### src/rtl/hazard_ctrl_if.sv
// Hazard controller bus: groups the pipeline status inputs seen by the
// controller and the enables/redirect it drives back into the pipeline.
// The controller side uses modport "slave"; the pipeline/bench side uses
// modport "master".
interface hazard_ctrl_if;
  logic [4:0]  id_rs1;
  logic [4:0]  id_rs2;
  logic        id_use_rs1;
  logic        id_use_rs2;
  logic [4:0]  ex_rd;
  logic        ex_mem_read;
  logic        ex_branch;
  logic        ex_taken;
  logic [31:0] ex_target;
  logic        mem_busy;

  logic        pc_write;
  logic        pc_sel;
  logic [31:0] pc_target;
  logic        if_id_write;
  logic        if_id_flush;
  logic        id_ex_write;
  logic        id_ex_bubble;
  logic [1:0]  state;
  logic [15:0] stall_cnt;
  logic [15:0] flush_cnt;

  modport master (
    output id_rs1, id_rs2, id_use_rs1, id_use_rs2, ex_rd, ex_mem_read,
           ex_branch, ex_taken, ex_target, mem_busy,
    input  pc_write, pc_sel, pc_target, if_id_write, if_id_flush,
           id_ex_write, id_ex_bubble, state, stall_cnt, flush_cnt
  );

  modport slave (
    input  id_rs1, id_rs2, id_use_rs1, id_use_rs2, ex_rd, ex_mem_read,
           ex_branch, ex_taken, ex_target, mem_busy,
    output pc_write, pc_sel, pc_target, if_id_write, if_id_flush,
           id_ex_write, id_ex_bubble, state, stall_cnt, flush_cnt
  );
endinterface

### src/rtl/hazard_ctrl.sv
// hazard_ctrl: pipeline hazard and branch-redirect controller for the
// 5-stage core. Drives PC / IF/ID / ID/EX enables, inserts load-use stalls
// of LOAD_LAT cycles, squashes the two younger slots on a taken branch and
// freezes everything while data memory is busy.
// Optional feature macro: HAZ_PERF_CNT_EN enables the 16-bit saturating
// stall_cnt / flush_cnt performance counters; without it both read as 0.
module hazard_ctrl #(
  parameter int LOAD_LAT = 1
) (
  input logic         clk,
  input logic         rst,
  hazard_ctrl_if.slave bus
);

  typedef enum logic [1:0] {
    RUN   = 2'd0,
    STALL = 2'd1,
    FLUSH = 2'd2
  } state_t;

  localparam logic [2:0] STALL_INIT = 3'(LOAD_LAT - 1);

  state_t     state_q;
  state_t     state_d;
  logic [2:0] cnt_q;
  logic [2:0] cnt_d;

  logic load_use;
  logic redirect;
  logic redirect_eff;
  logic stall_inc;
  logic flush_inc;

  // Hazard detection; FLUSH ignores the EX branch because EX holds a bubble
  always_comb begin
    load_use = bus.ex_mem_read && (bus.ex_rd != 5'd0) &&
               ((bus.id_use_rs1 && (bus.id_rs1 == bus.ex_rd)) ||
                (bus.id_use_rs2 && (bus.id_rs2 == bus.ex_rd)));
    redirect     = bus.ex_branch && bus.ex_taken;
    redirect_eff = redirect && (state_q != FLUSH);
  end

  // State and stall-length counter register
  always_ff @(posedge clk or posedge rst) begin
    if (rst) begin
      state_q <= RUN;
      cnt_q   <= 3'd0;
    end else begin
      state_q <= state_d;
      cnt_q   <= cnt_d;
    end
  end

  // Next state and pipeline control outputs, priority reset > freeze > redirect > stall
  always_comb begin
    bus.pc_write     = 1'b1;
    bus.pc_sel       = 1'b0;
    bus.if_id_write  = 1'b1;
    bus.if_id_flush  = 1'b0;
    bus.id_ex_write  = 1'b1;
    bus.id_ex_bubble = 1'b0;
    state_d          = state_q;
    cnt_d            = cnt_q;
    stall_inc        = 1'b0;
    flush_inc        = 1'b0;

    if (rst) begin
      bus.pc_write     = 1'b0;
      bus.if_id_write  = 1'b0;
      bus.if_id_flush  = 1'b1;
      bus.id_ex_bubble = 1'b1;
      state_d          = RUN;
      cnt_d            = 3'd0;
    end else if (bus.mem_busy) begin
      bus.pc_write     = 1'b0;
      bus.if_id_write  = 1'b0;
      bus.id_ex_write  = 1'b0;
    end else if (redirect_eff) begin
      bus.pc_sel       = 1'b1;
      bus.if_id_flush  = 1'b1;
      bus.id_ex_bubble = 1'b1;
      state_d          = FLUSH;
      cnt_d            = 3'd0;
      flush_inc        = 1'b1;
      stall_inc        = (state_q == STALL);
    end else begin
      case (state_q)
        RUN: begin
          if (load_use) begin
            bus.pc_write     = 1'b0;
            bus.if_id_write  = 1'b0;
            bus.id_ex_bubble = 1'b1;
            stall_inc        = 1'b1;
            if (LOAD_LAT > 1) begin
              state_d = STALL;
              cnt_d   = STALL_INIT;
            end
          end
        end
        STALL: begin
          bus.pc_write     = 1'b0;
          bus.if_id_write  = 1'b0;
          bus.id_ex_bubble = 1'b1;
          stall_inc        = 1'b1;
          if (cnt_q <= 3'd1) begin
            state_d = RUN;
            cnt_d   = 3'd0;
          end else begin
            cnt_d = cnt_q - 3'd1;
          end
        end
        FLUSH: begin
          state_d = RUN;
        end
        default: begin
          state_d = RUN;
          cnt_d   = 3'd0;
        end
      endcase
    end
  end

  // Redirect address is a straight pass-through of the EX target
  always_comb begin
    bus.pc_target = bus.ex_target;
    bus.state     = state_q;
  end

`ifdef HAZ_PERF_CNT_EN
  logic [15:0] stall_cnt_q;
  logic [15:0] flush_cnt_q;

  // Saturating performance counters, frozen while memory is busy
  always_ff @(posedge clk or posedge rst) begin
    if (rst) begin
      stall_cnt_q <= 16'd0;
      flush_cnt_q <= 16'd0;
    end else begin
      if (stall_inc && (stall_cnt_q != 16'hFFFF)) begin
        stall_cnt_q <= stall_cnt_q + 16'd1;
      end
      if (flush_inc && (flush_cnt_q != 16'hFFFF)) begin
        flush_cnt_q <= flush_cnt_q + 16'd1;
      end
    end
  end

  // Expose the counters
  always_comb begin
    bus.stall_cnt = stall_cnt_q;
    bus.flush_cnt = flush_cnt_q;
  end
`else
  logic unused_perf;

  // Counters absent: ports read as zero
  always_comb begin
    bus.stall_cnt = 16'd0;
    bus.flush_cnt = 16'd0;
    unused_perf   = stall_inc ^ flush_inc;
  end
`endif

endmodule

### src/flat_wrapper.sv
// flat-port wrapper written by rule: the top's interface ports become plain ports
module hazard_ctrl_flat 
#(
  parameter int LOAD_LAT = 1
)
  (clk, rst, bus_id_rs1, bus_id_rs2, bus_id_use_rs1, bus_id_use_rs2, bus_ex_rd, bus_ex_mem_read, bus_ex_branch, bus_ex_taken, bus_ex_target, bus_mem_busy, bus_pc_write, bus_pc_sel, bus_pc_target, bus_if_id_write, bus_if_id_flush, bus_id_ex_write, bus_id_ex_bubble, bus_state, bus_stall_cnt, bus_flush_cnt);
  hazard_ctrl_if bus_i ();
  input logic clk;
  input logic rst;
  input wire logic [$bits(bus_i.id_rs1)-1:0] bus_id_rs1;
  input wire logic [$bits(bus_i.id_rs2)-1:0] bus_id_rs2;
  input wire logic [$bits(bus_i.id_use_rs1)-1:0] bus_id_use_rs1;
  input wire logic [$bits(bus_i.id_use_rs2)-1:0] bus_id_use_rs2;
  input wire logic [$bits(bus_i.ex_rd)-1:0] bus_ex_rd;
  input wire logic [$bits(bus_i.ex_mem_read)-1:0] bus_ex_mem_read;
  input wire logic [$bits(bus_i.ex_branch)-1:0] bus_ex_branch;
  input wire logic [$bits(bus_i.ex_taken)-1:0] bus_ex_taken;
  input wire logic [$bits(bus_i.ex_target)-1:0] bus_ex_target;
  input wire logic [$bits(bus_i.mem_busy)-1:0] bus_mem_busy;
  output wire logic [$bits(bus_i.pc_write)-1:0] bus_pc_write;
  output wire logic [$bits(bus_i.pc_sel)-1:0] bus_pc_sel;
  output wire logic [$bits(bus_i.pc_target)-1:0] bus_pc_target;
  output wire logic [$bits(bus_i.if_id_write)-1:0] bus_if_id_write;
  output wire logic [$bits(bus_i.if_id_flush)-1:0] bus_if_id_flush;
  output wire logic [$bits(bus_i.id_ex_write)-1:0] bus_id_ex_write;
  output wire logic [$bits(bus_i.id_ex_bubble)-1:0] bus_id_ex_bubble;
  output wire logic [$bits(bus_i.state)-1:0] bus_state;
  output wire logic [$bits(bus_i.stall_cnt)-1:0] bus_stall_cnt;
  output wire logic [$bits(bus_i.flush_cnt)-1:0] bus_flush_cnt;
  assign bus_i.id_rs1 = bus_id_rs1;
  assign bus_i.id_rs2 = bus_id_rs2;
  assign bus_i.id_use_rs1 = bus_id_use_rs1;
  assign bus_i.id_use_rs2 = bus_id_use_rs2;
  assign bus_i.ex_rd = bus_ex_rd;
  assign bus_i.ex_mem_read = bus_ex_mem_read;
  assign bus_i.ex_branch = bus_ex_branch;
  assign bus_i.ex_taken = bus_ex_taken;
  assign bus_i.ex_target = bus_ex_target;
  assign bus_i.mem_busy = bus_mem_busy;
  assign bus_pc_write = bus_i.pc_write;
  assign bus_pc_sel = bus_i.pc_sel;
  assign bus_pc_target = bus_i.pc_target;
  assign bus_if_id_write = bus_i.if_id_write;
  assign bus_if_id_flush = bus_i.if_id_flush;
  assign bus_id_ex_write = bus_i.id_ex_write;
  assign bus_id_ex_bubble = bus_i.id_ex_bubble;
  assign bus_state = bus_i.state;
  assign bus_stall_cnt = bus_i.stall_cnt;
  assign bus_flush_cnt = bus_i.flush_cnt;
  hazard_ctrl #(.LOAD_LAT(LOAD_LAT)) u_core (.clk(clk), .rst(rst), .bus(bus_i));
endmodule
### config.mk
export PLATFORM = sky130hd
export DESIGN_NAME = hazard_ctrl_flat
export DESIGN_NICKNAME = d
export VERILOG_FILES = /design/src/rtl/hazard_ctrl_if.sv /design/src/rtl/hazard_ctrl.sv /design/src/flat_wrapper.sv
export SDC_FILE = /design/constraint.sdc
export NUM_CORES = 1
export LEC_CHECK = 0
export CAP_MARGIN = 20
export CORE_ASPECT_RATIO = 0.6
export CORE_MARGIN = 3
export CORE_UTILIZATION = 21
export CTS_CLUSTER_SIZE = 40
export DETAILED_ROUTE_END_ITERATION = 7
export HOLD_SLACK_MARGIN = 0.05
export PLACE_DENSITY_LB_ADDON = 0.3
export SYNTH_ARGS = -nofsm -noshare
export SYNTH_HDL_FRONTEND = slang
export SYNTH_SLANG_ARGS = --single-unit
export TNS_END_PERCENT = 5
### constraint.sdc
create_clock -name clk -period 1.9 [get_ports clk]
set_clock_uncertainty 0.2 [all_clocks]
set_input_delay 0.285 -clock clk [delete_from_list [all_inputs] [get_ports clk]]
set_output_delay 0.285 -clock clk [all_outputs]
set_load 0.02 [all_outputs]
==> impl_metrics.json <==
{
  "status": "finished with violations",
  "violations": "negative setup slack",
  "place_area_um2": 768,
  "synth_compound_area_share_pct": 7.08,
  "nets": 160,
  "synth_top_family_by_area": "buffers and inverters",
  "maxCapViolCount": 0,
  "synth-async-reset-ratio_pct": 100,
  "path_buf_inv": 3,
  "place_inst": 143,
  "syn_inst": 96,
  "met1_length_um": 519,
  "worst_setup_path_start_kind": "primary input",
  "final_core_util_pct": 27.6,
  "synth_simple_gate_area_share_pct": 7.94,
  "vias": 467,
  "largest_register_ffs": 1,
  "synth_cell_types": 19,
  "wirelength_mm": 1.70,
  "dp_hpwl_mm": 1.32,
  "yosys.area.top_type": "buf_4",
  "gp_congestion": 0.689,
  "synth.mux.area_fraction_pct": 0,
  "dominantRegCellSynth": "dfrtp_1",
  "wl_per_cell_um": 11.7,
  "synth_commonest_cells": "buf_4, xor2_1, nor2_1",
  "worst_r2r_endpoint": "u_core.bus.state[1]$_DFFE_PP0P_",
  "post-route-cell-area_um2": 848,
  "wl_met3_um": 130,
  "clk_latency_ps": 0,
  "drt_iter0_drc": 13,
  "grtUsageTotal_pct": 6.12,
  "fillers": 337,
  "p_leak_nw": 0.491,
  "peakVddDrop_mv": 0.0469,
  "grt_first_pass_wirelength_mm": 2.05,
  "firstDrtPassIters": 4,
  "power_w": 0.000224,
  "slew_viol_final": 0,
  "yosysWarnings": 0,
  "fmax_mhz": 507,
  "synth_seq_area_share_pct": 3.45,
  "ant_nets": 0,
  "grt_pass1_vias": 395,
  "fp.dieH_um": 51.5,
  "ff_latch_area_um2": 25.0,
  "synth_edf_count": 0,
  "post-route-min-period_ps": 1970,
  "path_delay_family": "compound AO/OA/AOI/OAI gates",
  "pin_count": 127,
  "slowest_delay_ps": 330,
  "synth_seq_cells": 1,
  "setup_ws_ps": -70.5,
  "path_common_cell": "buf_6",
  "r2r-start": "u_core.bus.state[1]$_DFFE_PP0P_",
  "highest-signal-layer": "met4",
  "ff2ff_path_depth": 6,
  "numPortBuffers": 29,
  "synth_area_per_cell_um2": 7.55,
  "num_antenna_cells": 0,
  "final_hold_viol_count": 0,
  "initial_core_util_pct": 23.5,
  "die_x_um": 81.8,
  "finalCritPeriodShare_pct": 104,
  "critPathKind": "primary input to output pin",
  "yosys.area_share.adder_pct": 0,
  "synth_area_um2": 724,
  "synth.most_common_cell": "buf_4",
  "wl_met2_mm": 1.04,
  "die-area_um2": 4210,
  "worstHoldPathCells": 0,
  "drive_gt1_share_pct": 34.0,
  "holdPathEnd": "bus_pc_target[14]",
  "min-delay-start": "bus_ex_target[14]",
  "rsz0062_at_grt": "yes",
  "multi_input_area_um2": 374,
  "setup_viol": 3,
  "syn_to_final_growth_pct": 17.1,
  "critPathSlowestCell": "nor4_2",
  "fin_cells": 145,
  "grt_overflow": 0,
  "vias_per_cell": 3.22,
  "crit_path_end_kind": "output pin",
  "cts_hold_buf": 0,
  "powerDensity_nw_per_um2": 265,
  "synth_top_area_share_pct": 68.4,
  "synth_xor_area_share_pct": 12.1,
  "hold_path_class": "primary input to output pin",
  "core.rowCount": 15,
  "synth.area.top_cells": "buf_4, xor2_1, dfrtp_1",
  "grt_max_degree": 5,
  "path_max_fanout": 2,
  "arrival_ps": 1490,
  "required_ps": 1410,
  "ff2ff_setup_slack_ps": 600,
  "crit_chain": "buf_6 > buf_6 > xor2_1 > nor4_2 > a32oi_2 > o21a_4 > buf_6",
  "antenna_found_initial": 0,
  "fp.coreArea_um2": 3080,
  "drc": 0
}
==> stage by stage <==
| stage | hold WS, ps | TNS (ps) | setup WS [ps] |
|---|---|---|---|
| final | 370 | -145 | -70.5 |
| after global routing | 370 | -308 | -120 |
| after CTS | 370 | -598 | -216 |
| after detailed placement | 370 | -3560 | -852 |
| after global placement | 370 | -3680 | -901 |
| after floorplan | -162 | 0 | 43.0 |
==> area by class of cell <==
class / count / area share (%)
timing repair buffer: 41 / 46.3
inverter: 1 / 0.442
multi-input combinational: 60 / 44.1
sequential: 1 / 2.95
tap: 42 / 6.19
==> kinds of logic after synthesis <==
kind of cell	after synthesis
buf+inv	67
simple gates	11
xor+xnor	10
compound gates	6
flops	1
other cells	1
==> power breakdown <==
| group | leakage (nW) | internal (W) | switching [W] | total [W] |
|---|---|---|---|---|
| registers | 0.0137 | 0.0000225 | 0.000000299 | 0.0000228 |
| clock network | 0 | 0 | 0 | 0 |
| logic | 0.478 | 0.0000846 | 0.000117 | 0.000202 |
==> worst max-delay path by stage <==
stage / depth (start not counted) / slack [ps] / from / to
global route: 7 / -120 / bus_ex_rd[0] / bus_pc_write
detailed placement: 6 / -850 / bus_ex_rd[3] / bus_pc_write
finish: 7 / -70 / bus_ex_rd[0] / bus_pc_write
global placement: 6 / -900 / bus_ex_rd[1] / bus_pc_write
CTS: 7 / -220 / bus_ex_rd[2] / bus_pc_write
floorplan: 5 / 40 / bus_ex_rd[1] / bus_pc_write
==> repair_timing <==
| action | CTS | global route |
|---|---|---|
| pin swaps | 7 | 12 |
| hold endpoints to repair | 0 | 0 |
| buffers inserted | 0 | 2 |
| gates resized for setup | 32 | 45 |
| endpoints found under the setup margin | 6 | 6 |
==> cell usage in the layout (no fill, tap or decap), types with 2 or more instances in the layout <==
master / count
buf_4: 11
buf_6: 7
clkbuf_2: 4
clkdlybuf4s50_1: 6
conb_1: 33
dlymetal6s2s_1: 9
nand2_1: 2
nor2_1: 3
nor4_2: 2
xor2_1: 7
==> metal layers <==
metal  GRT usage, %  up-vias
li1               -      221
met1           7.62      213
met2           10.7       29
met3           1.73        4
met4          0.829        0
met5              0        -
Power figures use the tool's default switching activity.
